===== config.mk =====
export PLATFORM = sky130hd
export DESIGN_NAME = ram_param
export DESIGN_NICKNAME = d
export VERILOG_FILES = /design/src/rtl/ram_param.sv
export SDC_FILE = /design/constraint.sdc
export NUM_CORES = 1
export LEC_CHECK = 0
export CAP_MARGIN = 40
export CELL_PAD_IN_SITES_DETAIL_PLACEMENT = 1
export CELL_PAD_IN_SITES_GLOBAL_PLACEMENT = 1
export CORE_AREA = 2 2 122 124
export DETAILED_ROUTE_END_ITERATION = 8
export DIE_AREA = 0 0 124 126
export GPL_TIMING_DRIVEN = 0
export PLACE_DENSITY = 0.87
export SYNTH_ARGS = -nofsm -noshare
export SYNTH_HDL_FRONTEND = slang
export SYNTH_SLANG_ARGS = --single-unit

===== constraint.sdc =====
create_clock -name clk -period 2.17 [get_ports clk]
set_input_delay 0.434 -clock clk [delete_from_list [all_inputs] [get_ports clk]]
set_output_delay 0.434 -clock clk [all_outputs]
set_load 0.005 [all_outputs]

===== src/rtl/ram_param.sv =====
// rtl/ram_param.sv - parametrised WIDTH x 2**ADDR_W word RAM, write/read port A, read port B, clear sequencer
//
// Ports:
//   clk        - system clock, all state updates on the rising edge
//   reset      - synchronous active-high reset; starts the clear sequence
//   clear      - clear request, accepted only while idle
//   load       - port A write enable (ignored while busy)
//   in         - port A write data
//   address    - port A address (write and read)
//   out        - port A read data
//   rd_address - port B read address
//   rd_out     - port B read data
//   busy       - high while the clear sequence is zeroing the array
module ram_param #(
    parameter int WIDTH    = 16,
    parameter int ADDR_W   = 3,
    parameter int REG_READ = 0
) (
    input  logic              clk,
    input  logic              reset,
    input  logic              clear,
    input  logic              load,
    input  logic [WIDTH-1:0]  in,
    input  logic [ADDR_W-1:0] address,
    output logic [WIDTH-1:0]  out,
    input  logic [ADDR_W-1:0] rd_address,
    output logic [WIDTH-1:0]  rd_out,
    output logic              busy
);
    localparam int DEPTH = 2 ** ADDR_W;
    localparam logic [ADDR_W-1:0] LAST_ADDR = {ADDR_W{1'b1}};

    typedef enum logic {
        ST_IDLE  = 1'b0,
        ST_CLEAR = 1'b1
    } state_t;

    state_t             r_state;
    state_t             w_state_next;
    logic [ADDR_W-1:0]  r_clr_ptr;
    logic [ADDR_W-1:0]  w_clr_ptr_next;

    // Array has no reset so it stays inferable as RAM; only the clear sequence zeroes it.
    logic [WIDTH-1:0]   r_mem [DEPTH];

    logic               w_mem_we;
    logic [ADDR_W-1:0]  w_mem_addr;
    logic [WIDTH-1:0]   w_mem_data;
    logic [WIDTH-1:0]   w_arr_a;
    logic [WIDTH-1:0]   w_arr_b;

    // Single write port shared by user writes and the clear sequencer.
    always_comb begin
        w_state_next   = r_state;
        w_clr_ptr_next = r_clr_ptr;
        w_mem_we       = 1'b0;
        w_mem_addr     = address;
        w_mem_data     = in;
        if (!reset) begin
            case (r_state)
                ST_IDLE: begin
                    // A clear request wins over a same-edge load, which is dropped.
                    if (clear) begin
                        w_state_next   = ST_CLEAR;
                        w_clr_ptr_next = '0;
                    end else if (load) begin
                        w_mem_we = 1'b1;
                    end
                end
                ST_CLEAR: begin
                    w_mem_we       = 1'b1;
                    w_mem_addr     = r_clr_ptr;
                    w_mem_data     = '0;
                    w_clr_ptr_next = r_clr_ptr + 1'b1;
                    if (r_clr_ptr == LAST_ADDR) begin
                        w_state_next = ST_IDLE;
                    end
                end
                default: begin
                    w_state_next = ST_IDLE;
                end
            endcase
        end
    end

    always_ff @(posedge clk) begin
        if (reset) begin
            r_state   <= ST_CLEAR;
            r_clr_ptr <= '0;
        end else begin
            r_state   <= w_state_next;
            r_clr_ptr <= w_clr_ptr_next;
        end
    end

    always_ff @(posedge clk) begin
        if (w_mem_we) begin
            r_mem[w_mem_addr] <= w_mem_data;
        end
    end

    assign busy    = (r_state == ST_CLEAR);
    assign w_arr_a = r_mem[address];
    assign w_arr_b = r_mem[rd_address];

    generate
        if (REG_READ != 0) begin : g_reg_read
            logic [WIDTH-1:0] r_out;
            logic [WIDTH-1:0] r_rd_out;

            // Loading zero whenever the next state is CLEAR keeps both outputs at zero
            // for every busy cycle. The write-first bypass also covers the final clear
            // write, so the first idle cycle already shows the cleared word.
            always_ff @(posedge clk) begin
                if (reset || (w_state_next == ST_CLEAR)) begin
                    r_out    <= '0;
                    r_rd_out <= '0;
                end else begin
                    r_out    <= (w_mem_we && (w_mem_addr == address))    ? w_mem_data : w_arr_a;
                    r_rd_out <= (w_mem_we && (w_mem_addr == rd_address)) ? w_mem_data : w_arr_b;
                end
            end

            assign out    = r_out;
            assign rd_out = r_rd_out;
        end else begin : g_comb_read
            assign out    = busy ? '0 : w_arr_a;
            assign rd_out = busy ? '0 : w_arr_b;
        end
    endgenerate
endmodule


==> results of run 1 <==
==> cell type report <==
class	count	area, sq um
Clock inverter	11	87.58
Inverter	2	7.507
Fill cell	1289	6161
Clock buffer	21	440.4
Multi-Input combinational cell	180	2325
Timing Repair Buffer	88	819.5
Tap cell	184	230.2
Buffer	27	319.1
Sequential cell	132	3924
==> worst max-delay path: cells and delay by family, from the launching register on <==
kind | cells | cell delay [ns]
buffers and inverters | 2 | 0.27
flip-flops | 1 | 0.42
multiplexers | 2 | 0.65
AND/OR/NAND/NOR | 1 | 0.07
==> timing repair <==
action                                  4_1_cts  5_1_grt
hold endpoints to repair                      0        0
buffers inserted                             20        7
resized for setup                           175       15
cloned                                        1        2
pin swaps                                    11       12
endpoints found under the setup margin      156       65
==> cells in the final DEF, fill, tap and decap left out, types with 5 or more instances in the layout <==
cell type / count
buf_12: 8
edfxtp_1: 128
nor2_4: 8
buf_2: 25
clkbuf_16: 19
clkdlybuf4s50_1: 20
mux4_2: 64
clkbuf_2: 11
buf_6: 7
nor2_2: 10
and2_1: 16
mux2i_2: 5
buf_4: 23
buf_8: 7
mux2i_1: 27
clkbuf_1: 6
nor2_1: 26
==> worst min-delay path by stage <==
stage | from | to | slack (ns) | cells after the start
global route | r_clr_ptr[0]$_SDFFE_PP0P_ | r_clr_ptr[0]$_SDFFE_PP0P_ | 0.66 | 2
detailed placement | r_clr_ptr[0]$_SDFFE_PP0P_ | r_clr_ptr[0]$_SDFFE_PP0P_ | 0.59 | 2
CTS | r_clr_ptr[0]$_SDFFE_PP0P_ | r_clr_ptr[0]$_SDFFE_PP0P_ | 0.59 | 2
global placement | r_clr_ptr[0]$_SDFFE_PP0P_ | r_clr_ptr[0]$_SDFFE_PP0P_ | 0.54 | 2
floorplan | r_clr_ptr[0]$_SDFFE_PP0P_ | r_clr_ptr[0]$_SDFFE_PP0P_ | 0.51 | 2
finish | r_clr_ptr[0]$_SDFFE_PP0P_ | r_clr_ptr[0]$_SDFFE_PP0P_ | 0.61 | 2
==> logic make-up (layout without fill, tap and decap cells) <==
family                   after synthesis  count (layout)
AO/OA/AOI/OAI                         10              10
flip-flops                           132             132
multiplexers                          96              96
buffers and inverters                 29             149
adder cells (fa/ha/maj)                2               2
AND/OR/NAND/NOR                       72              72
==> layer usage <==
layer | vias up | part of all wire | global-route usage
met2 | 267 | 0.53 | 0.4454
met1 | 2144 | 0.37 | 0.3491
met4 | 0 | 0.032 | 0.1117
met3 | 61 | 0.071 | 0.05435
met5 | - | 0 | 0
li1 | 1616 | - | -
==> stage by stage <==
step	setup slack (ns)	util	power, W	hold WS [ns]
floorplan	0.03555	-	0.003305	0.5098
global placement	-1.319	0.4968	0.003451	0.5373
detailed placement	-0.8225	0.5083	0.003515	0.5867
CTS	-0.1161	0.5621	0.006193	0.5944
global route	-0.1322	0.5696	0.006391	0.6593
finish	-0.09667	0.5696	0.006258	0.6099
==> sequential cells by signal (all words and copies together), names as in the netlist <==
register	cells
busy	1
r_clr_ptr	3
r_mem	128
==> report_power, final <==
group          total [W]  switching [W]  leakage (nW)  internal [W]
sequential       0.00291      0.0000398          1.22       0.00287
combinational   0.000662       0.000331          1.44      0.000331
clock            0.00268        0.00113         0.248       0.00156
==> impl_metrics.json, run 1 <==
{
  "slowest_delay_ns": 0.46,
  "cts_buffer_depth": 2,
  "peakVddDrop_mv": 0.5235,
  "clk_pin_slew_ns": 0.06,
  "cp_cell_sequence": "buf_6 > mux4_2 > mux2i_1 > nor2_1 > buf_2",
  "fin_ws_ns": -0.09667,
  "finalHoldViolations": 0,
  "ys.flop_type": "edfxtp_1",
  "final_cells": 645,
  "post_route_cells_drive_above_1_share": 0.4534,
  "power_density_nw_per_um2": 767.6,
  "r2r_slack_ns": 0.06,
  "vias": 4088,
  "crit_path_start_kind": "register",
  "ios": 59,
  "yosysWarnings": 0,
  "fp-row-count": 44,
  "core_sq_um": 14310,
  "die-area_sq_um": 15620,
  "syn-instance-count": 341,
  "crit_fanout": 2,
  "grt_pass1_wl_um": 29150,
  "clockRootBuffer": "clkbuf_16",
  "finish.instance_area_sq_um": 8153,
  "synth_top_family_by_area": "multiplexers",
  "vias_per_cell": 6.338,
  "synth-edff-count": 128,
  "cts_tree": "done",
  "ctsHtreeMaxLevel": 4,
  "numClockSinks": 132,
  "setup_viol": 11,
  "postRouteAntennaNets": 0,
  "drc": 0,
  "violations": "negative setup slack",
  "syn_area_sq_um": 6350,
  "synth_top_area_share": 0.6053,
  "track_usage": 0.2697,
  "worstHoldPathType": "reg2reg",
  "synth.most_common_cell": "edfxtp_1",
  "synth_top_cell_by_area": "edfxtp_1",
  "cp_slowest_cell": "mux4_2",
  "worst_pin_slew_ns": 0.8364,
  "p_leak_nw": 2.899,
  "antennaDiodeCount": 0,
  "firstDrtPassIters": 6,
  "placed_area_sq_um": 7276,
  "syn_avg_cell_area_sq_um": 18.62,
  "drt-total-wl_um": 20060,
  "die_w_um": 124,
  "status": "finished, violations left",
  "tns_ns": -0.5501,
  "synth_compound_area_frac": 0.009458,
  "reg2reg_from": "busy$_SDFF_PP1_",
  "clock_latency_ns": 0.43,
  "start_util": 0.4436,
  "end_kind": "output pin",
  "synth_xor_area_frac": 0,
  "max_slew_margin": 0.4412,
  "routedWlPerCell_um": 31.10,
  "period_needed_ns": 2.267,
  "min_period_over_period": 1.045,
  "globalRoute.totalOverflow": 0,
  "grt_max_degree": 17,
  "synthArstFlopShare": 0,
  "rsz0062_at_grt": "true",
  "synth.distinct_cells": 27,
  "grt_pass1_vias": 4428,
  "drv_slew": 0,
  "cts_buffers": 17,
  "layout.nets": 476,
  "synth-seq-cells": 132,
  "synthAdderAreaFrac": 0.003941,
  "dp_hpwl_um": 11520,
  "dp.cells": 586,
  "synthMuxAreaShare": 0.2798,
  "yosysSeqAreaShare": 0.6179,
  "cap_violations": 0,
  "ctsHoldBuffers": 0,
  "reg2reg_depth": 5,
  "arrival_ns": 1.83,
  "antenna_found_initial": 0,
  "dr.first_iter.drc_count": 544,
  "area_delta_synth_final_pct": 28.39,
  "skew_ns": 0.008399,
  "io_buffers": 53,
  "r2r_end": "r_mem[2][7]$_DFFE_PP_",
  "synth_common_cells": "edfxtp_1, mux4_2, nor2_1, mux2i_1, and2_1",
  "critPathKind": "reg2out",
  "yosys.area_share.simple": 0.05695,
  "worst_ep_required_time_ns": 1.74,
  "gp_congestion": 0.7589,
  "max_clock_freq_mhz": 441.2,
  "die_y_um": 126,
  "syn_nets": 369,
  "worstSetupStartpoint": "r_mem[0][0]$_DFFE_PP_",
  "synth.area.top_cells": "edfxtp_1, mux4_2, mux2i_1",
  "crit_path_end": "out[0]"
}
Note: power is estimated with default switching activity, not from simulation.
==> run 2, diff against run 1 <==
--- a/config.mk
+++ b/config.mk
@@ -12,7 +12,7 @@
 export DETAILED_ROUTE_END_ITERATION = 8
 export DIE_AREA = 0 0 124 126
 export GPL_TIMING_DRIVEN = 0
-export PLACE_DENSITY = 0.87
+export PLACE_DENSITY = 0.85
 export SYNTH_ARGS = -nofsm -noshare
 export SYNTH_HDL_FRONTEND = slang
 export SYNTH_SLANG_ARGS = --single-unit
==> run 2 against run 1 <==
The flow still finishes with violations (negative setup slack). Register-to-register slack about the same. Wire length down 9.5%. Die area unchanged. Clock skew down 0.0018 ns. Combinational power down 7.1%. Critical endpoint is now out[13]. Largest power group unchanged. Highest routed layer unchanged.
==> impl_metrics.json, run 2 (synthesis gave the netlist of run 1 again) <==
{
  "status": "finished, violations left",
  "violations": "negative setup slack",
  "globalRoute.totalOverflow": 0,
  "cap_violations": 0,
  "largest_register": "r_mem",
  "dr.first_iter.drc_count": 388,
  "fin_ws_ns": -0.09354,
  "worst_pin_slew_ns": 0.7497,
  "io_buffers": 53,
  "critPathKind": "reg2out",
  "cts_tree": "done",
  "grt_pass1_vias": 4295,
  "max_clock_freq_mhz": 441.8,
  "numClockSinks": 132,
  "period_needed_ns": 2.264,
  "peakVddDrop_mv": 0.5512,
  "critPathTopFamily": "multiplexers",
  "power_density_nw_per_um2": 780.4,
  "cp_slowest_cell": "mux4_2",
  "arrival_ns": 1.83,
  "antennaDiodeCount": 0,
  "clockRootBuffer": "clkbuf_16",
  "core_sq_um": 14310,
  "track_usage": 0.2481,
  "p_total_w": 0.006251,
  "vias": 3863,
  "worstHoldPathType": "reg2reg",
  "ios": 59,
  "die_w_um": 124,
  "end_kind": "output pin",
  "finalHoldViolations": 0,
  "drv_slew": 0,
  "worst-path-buf-inv": 2,
  "ctsHtreeMaxLevel": 4,
  "mostFrequentLayoutCell": "edfxtp_1",
  "p_leak_nw": 2.826,
  "post_route_cells_drive_above_1_share": 0.4276,
  "vias_per_cell": 6.103,
  "cp_cell_sequence": "buf_4 > mux4_2 > mux2i_2 > nor2_2 > buf_2",
  "crit_fanout": 2,
  "drt-total-wl_um": 18150,
  "setup_viol": 7,
  "gp_congestion": 0.7555,
  "dp_hpwl_um": 11610,
  "dp.cells": 586,
  "slowest_delay_ns": 0.48,
  "routedWlPerCell_um": 28.67,
  "post-place-ws_ns": -0.8148,
  "largest_reg_flops": 128,
  "layout.nets": 464,
  "final_cells": 633,
  "cts_buffer_depth": 2,
  "clk_pin_slew_ns": 0.06,
  "min_period_over_period": 1.043,
  "drc": 0,
  "clock_latency_ns": 0.42,
  "path_depth": 5,
  "hold_depth": 2,
  "rsz0062_at_grt": "true",
  "skew_ns": 0.006580,
  "reg2reg_depth": 5,
  "die_y_um": 126,
  "start_util": 0.4436,
  "final_core_util": 0.5596,
  "antenna_found_initial": 0,
  "grt_pass1_wl_um": 27050,
  "crit_path_start_kind": "register",
  "postRouteAntennaNets": 0,
  "firstDrtPassIters": 5,
  "fp-row-count": 44,
  "die-area_sq_um": 15620,
  "worst_ep_required_time_ns": 1.74,
  "cts_buffers": 17,
  "area_delta_synth_final_pct": 26.15,
  "max_slew_margin": 0.5002,
  "grt_max_degree": 17,
  "final_cell_mix": "edfxtp_1, mux4_2, nor2_1"
}
## run 2: changes by cell type in the layout (fill, tap and decap cells not counted), sizes merged
cell / before / now
buf: 74 / 61
bufinv: 1 / 2
clkbuf: 41 / 42
clkinv: 6 / 5
## run 2: through the flow
| stage | setup TNS, ns | hold WS [ns] | instance area (sq um) |
|---|---|---|---|
| floorplan | 0 | 0.5098 | 6350 |
| global placement | -167.92 | 0.5347 | 7111 |
| detailed placement | -79.68 | 0.5921 | 7251 |
| CTS | -0.3736 | 0.6043 | 8015 |
| global route | -1.574 | 0.6518 | 8010 |
| finish | -0.3312 | 0.6176 | 8010 |
## run 2: final cells by class
class,count,area [sq um]
buffer,27,329.1
clock buffer,21,440.4
clock inverter,11,111.4
fill,1309,6304
inverter,2,7.507
multi-input combinational,180,2315
sequential,132,3924
tap,184,230.2
timing repair buffer,76,653.1
## run 2: metal layers
layer,GRT usage,vias to the layer above,share of wire
met4,0.09055,0,0.022
li1,-,1595,-
met1,0.3267,2055,0.40
met3,0.04620,36,0.052
met2,0.4124,177,0.53
met5,0,-,0
## run 2: worst paths after layout
check	slack, ns	from	to
max	-0.09	r_mem[6][13]$_DFFE_PP_	out[13]
min	0.62	r_clr_ptr[0]$_SDFFE_PP0P_	r_clr_ptr[0]$_SDFFE_PP0P_
max reg2reg	0.07	busy$_SDFF_PP1_	r_mem[2][7]$_DFFE_PP_
min reg2reg	0.62	r_clr_ptr[0]$_SDFFE_PP0P_	r_clr_ptr[0]$_SDFFE_PP0P_
## run 2: worst min-delay path: cells and delay by family (launching register included)
family / cells / cell delay, ns
flip-flops: 1 / 0.40
AO/OA/AOI/OAI: 1 / 0.10
AND/OR/NAND/NOR: 1 / 0.08
## run 2: repair_timing
item / 4_1_cts / 5_1_grt
hold endpoints to repair: 0 / 0
endpoints found under the setup margin: 123 / 82
cloned: 1 / 0
hold buffers: 0 / 0
pin swaps: 13 / 11
gates resized for setup: 165 / 20
setup buffers: 12 / 2
## run 2: where the power goes
group	switching [W]	internal (W)	total (W)	leakage, nW
Combinational	0.000311	0.000304	0.000615	1.35
Sequential	0.0000368	0.00287	0.00291	1.22
Clock	0.00105	0.00167	0.00272	0.256
Total	0.00140	0.00485	0.00625	2.83
